==> src/rtl/keypad_scan_debounce.sv <==
// Purpose: matrix keypad scanner; rotates a one-hot row drive and debounces the first key it finds.
// Latency: 2-cycle column synchronizer, then key_valid DB_CYCLES cycles after the scan latches a press.
// Backpressure: none; key_valid is a single-cycle pulse and key_code holds until the next key_valid.
// Optional KEYPAD_AUTOREPEAT_EN: re-pulse key_valid every REPEAT_CYCLES cycles while the key stays held.
module keypad_scan_debounce #(
    parameter int N_ROWS        = 4,
    parameter int N_COLS        = 4,
    parameter int SCAN_DIV      = 1000,
    parameter int DB_CYCLES     = 50000,
    parameter int REPEAT_CYCLES = 12000000
) (
    input  logic                              clk,
    input  logic                              reset,
    input  logic [N_COLS-1:0]                 col,
    output logic [N_ROWS-1:0]                 r_sel,
    output logic [$clog2(N_ROWS*N_COLS)-1:0]  key_code,
    output logic                              key_valid,
    output logic                              key_held
);

    localparam int KW = $clog2(N_ROWS * N_COLS);
    localparam int RW = $clog2(N_ROWS);
    localparam int CW = $clog2(N_COLS);
    localparam int DW = $clog2(SCAN_DIV);
    localparam int BW = $clog2(DB_CYCLES);

    localparam logic [DW-1:0] DWELL_LAST = DW'(SCAN_DIV - 1);
    localparam logic [BW-1:0] DB_LAST    = BW'(DB_CYCLES - 1);
    localparam logic [RW-1:0] ROW_LAST   = RW'(N_ROWS - 1);
    localparam logic [KW-1:0] NC_K       = KW'(N_COLS);

    // Parameter values the counters and index fields cannot represent stop elaboration.
    if (N_ROWS < 2 || N_ROWS > 8 || N_COLS < 2 || N_COLS > 8 ||
        SCAN_DIV < 2 || DB_CYCLES < 2 || REPEAT_CYCLES < 2) begin : g_bad_params
        $error("keypad_scan_debounce: parameter out of range");
    end

    typedef enum logic [1:0] {
        SCAN       = 2'd0,
        PRESS_DB   = 2'd1,
        HELD       = 2'd2,
        RELEASE_DB = 2'd3
    } state_t;

    state_t              state_q, state_d;
    logic [N_COLS-1:0]   col_meta_q, col_meta_d;
    logic [N_COLS-1:0]   col_s_q, col_s_d;
    logic [DW-1:0]       dwell_q, dwell_d;
    logic [BW-1:0]       db_q, db_d;
    logic [RW-1:0]       row_q, row_d;
    logic [N_ROWS-1:0]   r_sel_q, r_sel_d;
    logic [CW-1:0]       col_idx_q, col_idx_d;
    logic [KW-1:0]       key_code_q, key_code_d;
    logic                key_valid_q, key_valid_d;
    logic                key_held_q, key_held_d;

    logic [CW-1:0]       low_col;
    logic                col_bit;
    logic [RW-1:0]       row_next;
    logic [KW-1:0]       key_idx;

`ifdef KEYPAD_AUTOREPEAT_EN
    localparam int PW = $clog2(REPEAT_CYCLES);
    localparam logic [PW-1:0] REP_LAST = PW'(REPEAT_CYCLES - 1);
    logic [PW-1:0]       rep_q, rep_d;
`endif

    // The latched column bit is the only sense line that matters once a key is being debounced.
    assign col_bit  = col_s_q[col_idx_q];
    assign row_next = (row_q == ROW_LAST) ? '0 : row_q + 1'b1;
    assign key_idx  = KW'(row_q) * NC_K + KW'(col_idx_q);

    // Pick the lowest-index active column so simultaneous presses on one row resolve deterministically.
    always_comb begin
        low_col = '0;
        for (int i = N_COLS - 1; i >= 0; i--) begin
            if (col_s_q[i]) begin
                low_col = CW'(i);
            end
        end
    end

    // Scan / debounce state machine: next-state and registered-output values.
    always_comb begin
        col_meta_d  = col;
        col_s_d     = col_meta_q;
        state_d     = state_q;
        dwell_d     = dwell_q;
        db_d        = db_q;
        row_d       = row_q;
        col_idx_d   = col_idx_q;
        key_code_d  = key_code_q;
        key_valid_d = 1'b0;
        key_held_d  = key_held_q;
`ifdef KEYPAD_AUTOREPEAT_EN
        rep_d       = rep_q;
`endif
        case (state_q)
            SCAN: begin
                if (dwell_q != DWELL_LAST) begin
                    dwell_d = dwell_q + 1'b1;
                end else if (col_s_q == '0) begin
                    row_d   = row_next;
                    dwell_d = '0;
                end else begin
                    state_d   = PRESS_DB;
                    col_idx_d = low_col;
                    db_d      = '0;
                    dwell_d   = '0;
                end
            end
            PRESS_DB: begin
                if (!col_bit) begin
                    // Glitch: abandon this key and move on rather than rescanning the same row.
                    state_d = SCAN;
                    row_d   = row_next;
                    dwell_d = '0;
                end else if (db_q == DB_LAST) begin
                    state_d     = HELD;
                    key_code_d  = key_idx;
                    key_valid_d = 1'b1;
                    key_held_d  = 1'b1;
`ifdef KEYPAD_AUTOREPEAT_EN
                    rep_d       = '0;
`endif
                end else begin
                    db_d = db_q + 1'b1;
                end
            end
            HELD: begin
                if (!col_bit) begin
                    state_d = RELEASE_DB;
                    db_d    = '0;
                end
`ifdef KEYPAD_AUTOREPEAT_EN
                else if (rep_q == REP_LAST) begin
                    key_valid_d = 1'b1;
                    rep_d       = '0;
                end else begin
                    rep_d = rep_q + 1'b1;
                end
`endif
            end
            RELEASE_DB: begin
                if (col_bit) begin
                    // Release bounce: resume holding; any repeat count simply resumes.
                    state_d = HELD;
                end else if (db_q == DB_LAST) begin
                    state_d    = SCAN;
                    key_held_d = 1'b0;
                    row_d      = row_next;
                    dwell_d    = '0;
`ifdef KEYPAD_AUTOREPEAT_EN
                    rep_d      = '0;
`endif
                end else begin
                    db_d = db_q + 1'b1;
                end
            end
            default: begin
                state_d = SCAN;
            end
        endcase
    end

    // Row drive is rebuilt from the next row index so it is one-hot by construction.
    always_comb begin
        r_sel_d        = '0;
        r_sel_d[row_d] = 1'b1;
    end

    // State, synchronizer and output registers.
    always_ff @(posedge clk or negedge reset) begin
        if (!reset) begin
            state_q     <= SCAN;
            col_meta_q  <= '0;
            col_s_q     <= '0;
            dwell_q     <= '0;
            db_q        <= '0;
            row_q       <= '0;
            r_sel_q     <= {{(N_ROWS-1){1'b0}}, 1'b1};
            col_idx_q   <= '0;
            key_code_q  <= '0;
            key_valid_q <= 1'b0;
            key_held_q  <= 1'b0;
`ifdef KEYPAD_AUTOREPEAT_EN
            rep_q       <= '0;
`endif
        end else begin
            state_q     <= state_d;
            col_meta_q  <= col_meta_d;
            col_s_q     <= col_s_d;
            dwell_q     <= dwell_d;
            db_q        <= db_d;
            row_q       <= row_d;
            r_sel_q     <= r_sel_d;
            col_idx_q   <= col_idx_d;
            key_code_q  <= key_code_d;
            key_valid_q <= key_valid_d;
            key_held_q  <= key_held_d;
`ifdef KEYPAD_AUTOREPEAT_EN
            rep_q       <= rep_d;
`endif
        end
    end

    assign r_sel     = r_sel_q;
    assign key_code  = key_code_q;
    assign key_valid = key_valid_q;
    assign key_held  = key_held_q;

endmodule
==> config.mk <==
export PLATFORM = sky130hd
export DESIGN_NAME = keypad_scan_debounce
export DESIGN_NICKNAME = d
export VERILOG_FILES = /design/src/rtl/keypad_scan_debounce.sv
export SDC_FILE = /design/constraint.sdc
export NUM_CORES = 1
export LEC_CHECK = 0
export CORE_UTILIZATION = 59
export DETAILED_ROUTE_END_ITERATION = 8
export GPL_TIMING_DRIVEN = 0
export PLACE_DENSITY = 0.79
export SYNTH_ARGS = -nofsm -noshare
export SYNTH_HDL_FRONTEND = slang
export SYNTH_SLANG_ARGS = --single-unit
==> constraint.sdc <==
create_clock -name clk -period 2.68 [get_ports clk]
set_input_delay 0.536 -clock clk [delete_from_list [all_inputs] [get_ports clk]]
set_output_delay 0.536 -clock clk [all_outputs]
set_load 0.02 [all_outputs]
-- Yosys cells after proc, flatten, opt, wreduce, memory -nomap -nowiden
Index checks and enable logic that the tools add are counted.
- add/subtract/negate cells: 4
- order comparisons: 3
- equality and inequality tests: 16
- mux-type cells: 43
- reduce and logical (&&, ||, !) cells: 11
- bitwise logic cells: 2
- operators with widths (operator ; count):
    16-bit 2-to-1 mux ; 6
    16-bit one-hot mux with 4 select lines ; 1
    10-bit 2-to-1 mux ; 4
    2-bit 2-to-1 mux ; 17
    10-bit one-hot mux with 3 select lines ; 1
    16-bit by 1-bit adder with 16-bit output (second input constant) ; 1
    16-bit equality test (second input constant) ; 1
    2-bit != test (second input constant) ; 8
    5-bit AND reduction ; 3
    10-bit by 1-bit adder with 10-bit output (second input constant) ; 1
    10-bit != test (second input constant) ; 1
    1-bit 2-to-1 mux ; 9
    2-bit one-hot mux with 4 select lines ; 1
    2-bit equality test (second input constant) ; 3
    2-bit by 3-bit less-than comparator with 1-bit output (second input constant) ; 2
    3-bit != test (second input constant) ; 2
    2-bit one-hot mux with 3 select lines ; 1
    3-bit AND reduction ; 2
    4-bit by 2-bit adder with 4-bit output ; 1
    4-bit zero test ; 1
    4-bit AND reduction ; 1
    3-bit nonzero test ; 1
    2-bit by 1-bit adder with 2-bit output (second input constant) ; 1
    1-bit binary-select mux with 2-bit select ; 1
    other kinds (8) ; 9
- output and inout bits: 10
- register bits: 50
- word-level logic and storage cells: 90
- input port bits: 6

-- Depth between registers and ports, before layout
- word-level depth: 9
- depth in mapped cells: 8
- depth with buffers taken out: 7

-- Worst setup path before layout
Ideal clock, no wire load.
- kind: flip-flop to flip-flop
- start point: register col_s_q[0]
- end point: register r_sel_q[2], in the netlist r_sel[2]
- buffers on the path: 0
- clock period less this slack: 1.960 ns
- setup time: 0.120 ns
- data required time: 2.560 ns
- cell stages (with the launch flop): 6
- slack: 0.720 ns
- arrival: 1.840 ns
- cell sequence: dfrtp_1 or4_4 nor4_4 mux2i_1 a221oi_4 and2_2
- cells in the longest elaborated chain, start to end: 8
- elaborated cells on any way between the ends: 13
- classes of those cells: order compare: 2; mux: 9; reduce/logical: 2
- RTL lines (what ; RTL line ; text):
    start, declared ; 47 ; logic [N_COLS-1:0] col_s_q, col_s_d;
    start signal, assigned ; 192 ; col_s_q <= col_s_d;
    1-bit binary-select mux with 2-bit select or 4-bit zero test (tied branches) ; 69, 102 ;
    1-bit 2-to-1 mux (implied by the code) or 2-bit 2-to-1 mux (tied branches) ; 69, 102 ;
    2-bit 2-to-1 mux, on equally long branches ; 145, 100, 113 ;
    2-bit one-hot mux with 3 select lines (*) ; 98 ; case (state_q)
    2-bit by 3-bit less-than comparator with 1-bit output (implied by the code) or 2-bit by 1-bit >= comparator with 1-bit output (tied branches) ; 169 ; r_sel_d[row_d] = 1'b1;
    1-bit logical AND (implied by the code) ; 169 ;
    1-bit 2-to-1 mux (implied by the code) ; 169 ;
    1-bit demux with 2-bit select (*) ; 169 ;
    via r_sel_d[2] ; 51 ; logic [N_ROWS-1:0] r_sel_q, r_sel_d;
    end signal, assigned ; 181 ; r_sel_q <= {{(N_ROWS-1){1'b0}}, 1'b1};
    end signal, assigned ; 196 ; r_sel_q <= r_sel_d;
    end, declared ; 51 ;
The timed path passes the listed nets; every way through them passes the cells marked *. The select of a mux whose other input is x is not followed.
A chain may end at the register's enable or synchronous reset.

-- Worst setup path in the final report
- start point: register state_q[0]
- end point: register db_q[14]
- cells in the longest elaborated chain, start to end: 3
- elaborated cells on any way between the ends: 11
- classes of those cells: eq/ne: 8; mux: 1; reduce/logical: 2
- RTL lines (what ; RTL line ; text):
    start, declared ; 45 ; state_t state_q, state_d;
    start signal, assigned ; 190 ; state_q <= state_d;
    2-bit equality test (tied with other cells) ; 98 ;
    2-bit != test (no line) ; -- ;
    5-bit AND reduction (no line) ; -- ;
    end signal, assigned ; 179 ; db_q <= '0;
    end signal, assigned ; 194 ; db_q <= db_d;
    end, declared ; 49 ; logic [BW-1:0] db_q, db_d;
Several ways; a longest one is shown, not always the timed one.

==> flow_metrics.env <==
export IMPL_r2r_end="db_q[14]"
export IMPL_synth_nets=256
export IMPL_internal_power_mw=0.9844
export IMPL_synth_most_common_cell="dfrtp_1"
export IMPL_dr_total_vias=2049
export IMPL_slew_violations=0
export IMPL_place_ws_ns=0.2755
export IMPL_yosysSeqAreaShare=0.4892
export IMPL_path_common_cell="clkbuf_1"
export IMPL_p_leak_nw=1.232
export IMPL_setup_viol=0
export IMPL_cts_setup_buffers=0
export IMPL_netlist_area_sq_um=2560
export IMPL_first_pass_iters=4
export IMPL_crit_path_top_delay_cell="clkbuf_1"
export IMPL_rsz0062_at_grt="no"
export IMPL_rr_startpoint="state_q[0]"
export IMPL_critical_path_class="reg -> reg"
export IMPL_ios=16
export IMPL_cts_root_buf="clkbuf_8"
export IMPL_antenna_found_initial=0
export IMPL_grt_max_degree=32
export IMPL_wl_per_cell_um=16.40
export IMPL_p_sw_frac=0.2207
export IMPL_reg2regPathDepth=8
export IMPL_first_global_vias=1856
export IMPL_comb_power_share=0.025
export IMPL_path_clk_slew_ns=0.09
export IMPL_netlist_instances=247
export IMPL_synthTopCellsByCount="dfrtp_1, o21ai_0, nand2_1"
export IMPL_drcViolationCount=0
export IMPL_fin_ws_ns=0.2161
export IMPL_gp_congestion=0.8412
export IMPL_final_area_sq_um=2887
export IMPL_setup_tns_final_ns=0
export IMPL_cp_start_kind="register"
export IMPL_power_frac_seq=0.605
export IMPL_cts_resized=0
export IMPL_clkLatencyLatePin_ns=0.31
export IMPL_hold_class="in -> async"
export IMPL_synthToLayoutAreaGrowth_pct=12.76
export IMPL_status="complete, no violations"
export IMPL_grt_pass1_wl_um=8659
export IMPL_yosys_most_used_dff="dfrtp_1"
export IMPL_worst_slew_pin_slew_ns=0.7156
export IMPL_crit_arrival_ns=2.70
export IMPL_fin_nets=279
export IMPL_syn_area_per_cell_sq_um=10.36
export IMPL_path_cells="clkbuf_1 > and4_1 > nand4_1 > nand2_1 > buf_2 > clkbuf_1 > o31ai_1 > a21oi_1"
export IMPL_diodes=0
export IMPL_numCtsBuffers=5
export IMPL_die_area_sq_um=4606
export IMPL_cpLargestDelayFamily="buffers and inverters"
export IMPL_slew_headroom=0.5192
export IMPL_synth_top_area_frac=0.4790
export IMPL_ys_async_sr_fraction=1.000
export IMPL_ctsHoldBuffers=0
export IMPL_grtUsageTotal=0.2566
export IMPL_synth_area_top_cells="dfrtp_1, o21ai_0, nand3_1"
export IMPL_fmax_ghz=0.4059
export IMPL_start_util=0.6265
export IMPL_ys_ff_latch=50
export IMPL_die_y_um=67.87
export IMPL_drt_initial_drc_count=199
export IMPL_final_util=0.7064
export IMPL_clock_sinks=50
export IMPL_viasPerCell=6.383
export IMPL_die_w_um=67.87
export IMPL_routed_wl_um=5265
export IMPL_drive_above_1_share=0.1476
export IMPL_path_buf_inv=3
export IMPL_overflow=0
export IMPL_htreeDepth=2
export IMPL_placedInstanceArea_sq_um=2788
export IMPL_hpwl_um=3688
export IMPL_ys_warnings_count=0
export IMPL_cp_slowest_stage_delay_ns=0.39
export IMPL_timing_hold_violations_final=0
export IMPL_pwr_share_clk=0.370
export IMPL_coreArea_sq_um=4086
export IMPL_placementRows=23
export IMPL_reg2reg_slack_ns=0.22
export IMPL_tritoncts="done"
export IMPL_period_share=0.9194
export IMPL_synth_cell_types=56
export IMPL_clock_path_buffers=2
export IMPL_power_mw=1.263
export IMPL_fin_skew_ns=0.009723
export IMPL_synth_top_area_cell="dfrtp_1"
export IMPL_min_period_ns=2.464
export IMPL_worstPathRequired_ns=2.92
export IMPL_fill_cells=328
export IMPL_vdd_drop_max_mv=0.3597
export IMPL_switchingPower_mw=0.2787
export IMPL_io_buffers=15
export IMPL_synth_edf_count=0
export IMPL_ant_nets=0
export IMPL_max_cap_violations=0
export IMPL_power_density_nw_per_um2=437.6
export IMPL_cp_max_fo=10
export IMPL_end_kind="register"
-- worst max path at each step --
stage | slack (ns) | cells past startpoint | start | end
after CTS | 0.25 | 8 | state_q[0] | db_q[12]
final | 0.22 | 8 | state_q[0] | db_q[14]
after floorplan | 0.72 | 5 | col_s_q[0] | r_sel[2]
after global placement | -0.34 | 1 | reset | col_meta_q[0]
after global routing | 0.03 | 8 | state_q[0] | db_q[5]
after detailed placement | 0.28 | 8 | state_q[0] | db_q[12]
-- logic make-up after synthesis --
logic type / share of synthesized area
xor gates and xnor gates: 0.003422
DFF: 0.4893
buffers and inverters: 0.03323
and+or+nand+nor: 0.2527
AOI/OAI and AO/OA: 0.1633
adders and majority gates: 0.01466
muxes: 0.04350
-- cells in the final DEF (no fill, tap or decap), types with 3 or more instances in the layout --
cell             count
nor3_1               7
a21oi_1             10
clkbuf_8             6
and4_1               3
nand3_1             17
nand4_1              7
ha_1                 3
nand2_1             19
o211ai_1             4
o31ai_1              8
o21ai_0             24
dfrtp_1             49
mux2_2               7
nor2_1              14
clkdlybuf4s50_1     14
clkbuf_1             7
nor4_1               3
or4_1                7
and3_1               7
inv_1                5
a311oi_1             3
-- power by group through the flow --
| stage | Combinational [mW] | Sequential, mW | Clock [mW] |
|---|---|---|---|
| global placement | 0.0294 | 0.779 | 0 |
| global route | 0.0364 | 0.766 | 0.502 |
| detailed placement | 0.0330 | 0.779 | 0 |
| finish | 0.0317 | 0.764 | 0.467 |
| CTS | 0.0332 | 0.764 | 0.483 |
| floorplan | 0.00669 | 0.778 | 0 |
-- area by class of cell --
| type | instances | area, sq um | share of cell area |
|---|---|---|---|
| inverters | 6 | 22.52 | 0.007802 |
| clock inverters | 2 | 16.27 | 0.005635 |
| multi-input cells | 179 | 1222 | 0.4235 |
| plain buffers | 12 | 62.56 | 0.02167 |
| well taps | 50 | 62.56 | 0.02167 |
| flip-flops and latches | 50 | 1252 | 0.4339 |
| clock buffers | 6 | 82.58 | 0.02861 |
| repair buffers | 16 | 165.2 | 0.05722 |
-- state kept, by name, summed over array words and instances (netlist names), named ones only --
| register | flops |
|---|---|
| key_held | 1 |
| col_idx_q | 2 |
| row_q | 2 |
| dwell_q | 10 |
| db_q | 16 |
| key_code | 4 |
| r_sel | 4 |
| key_valid | 1 |
| col_s_q | 4 |
| state_q | 1 |
| col_meta_q | 4 |
-- worst reg2reg max path: cells and delay by family (launching register included) --
| family | cells | cell delay, ns |
|---|---|---|
| compound gates | 2 | 0.27 |
| flops | 1 | 0.33 |
| buf+inv | 3 | 0.94 |
| simple gates | 3 | 0.85 |
-- metal layers --
metal	wire length (um)	part of all wire	GRT usage	up-vias
met3	200	0.038	0.05000	6
li1	-	-	-	984
met5	0	0	0	-
met4	67	0.013	0.09375	0
met2	2566	0.49	0.4208	48
met1	2432	0.46	0.3377	1011
-- through the flow --
step	hold WS, ns	instances
floorplan	0.2404	247
finish	0.1679	321
CTS	0.1752	321
detailed placement	0.3364	313
global placement	0.3312	312
global route	0.1948	321
No activity file was read; power rests on OpenSTA's default activity.
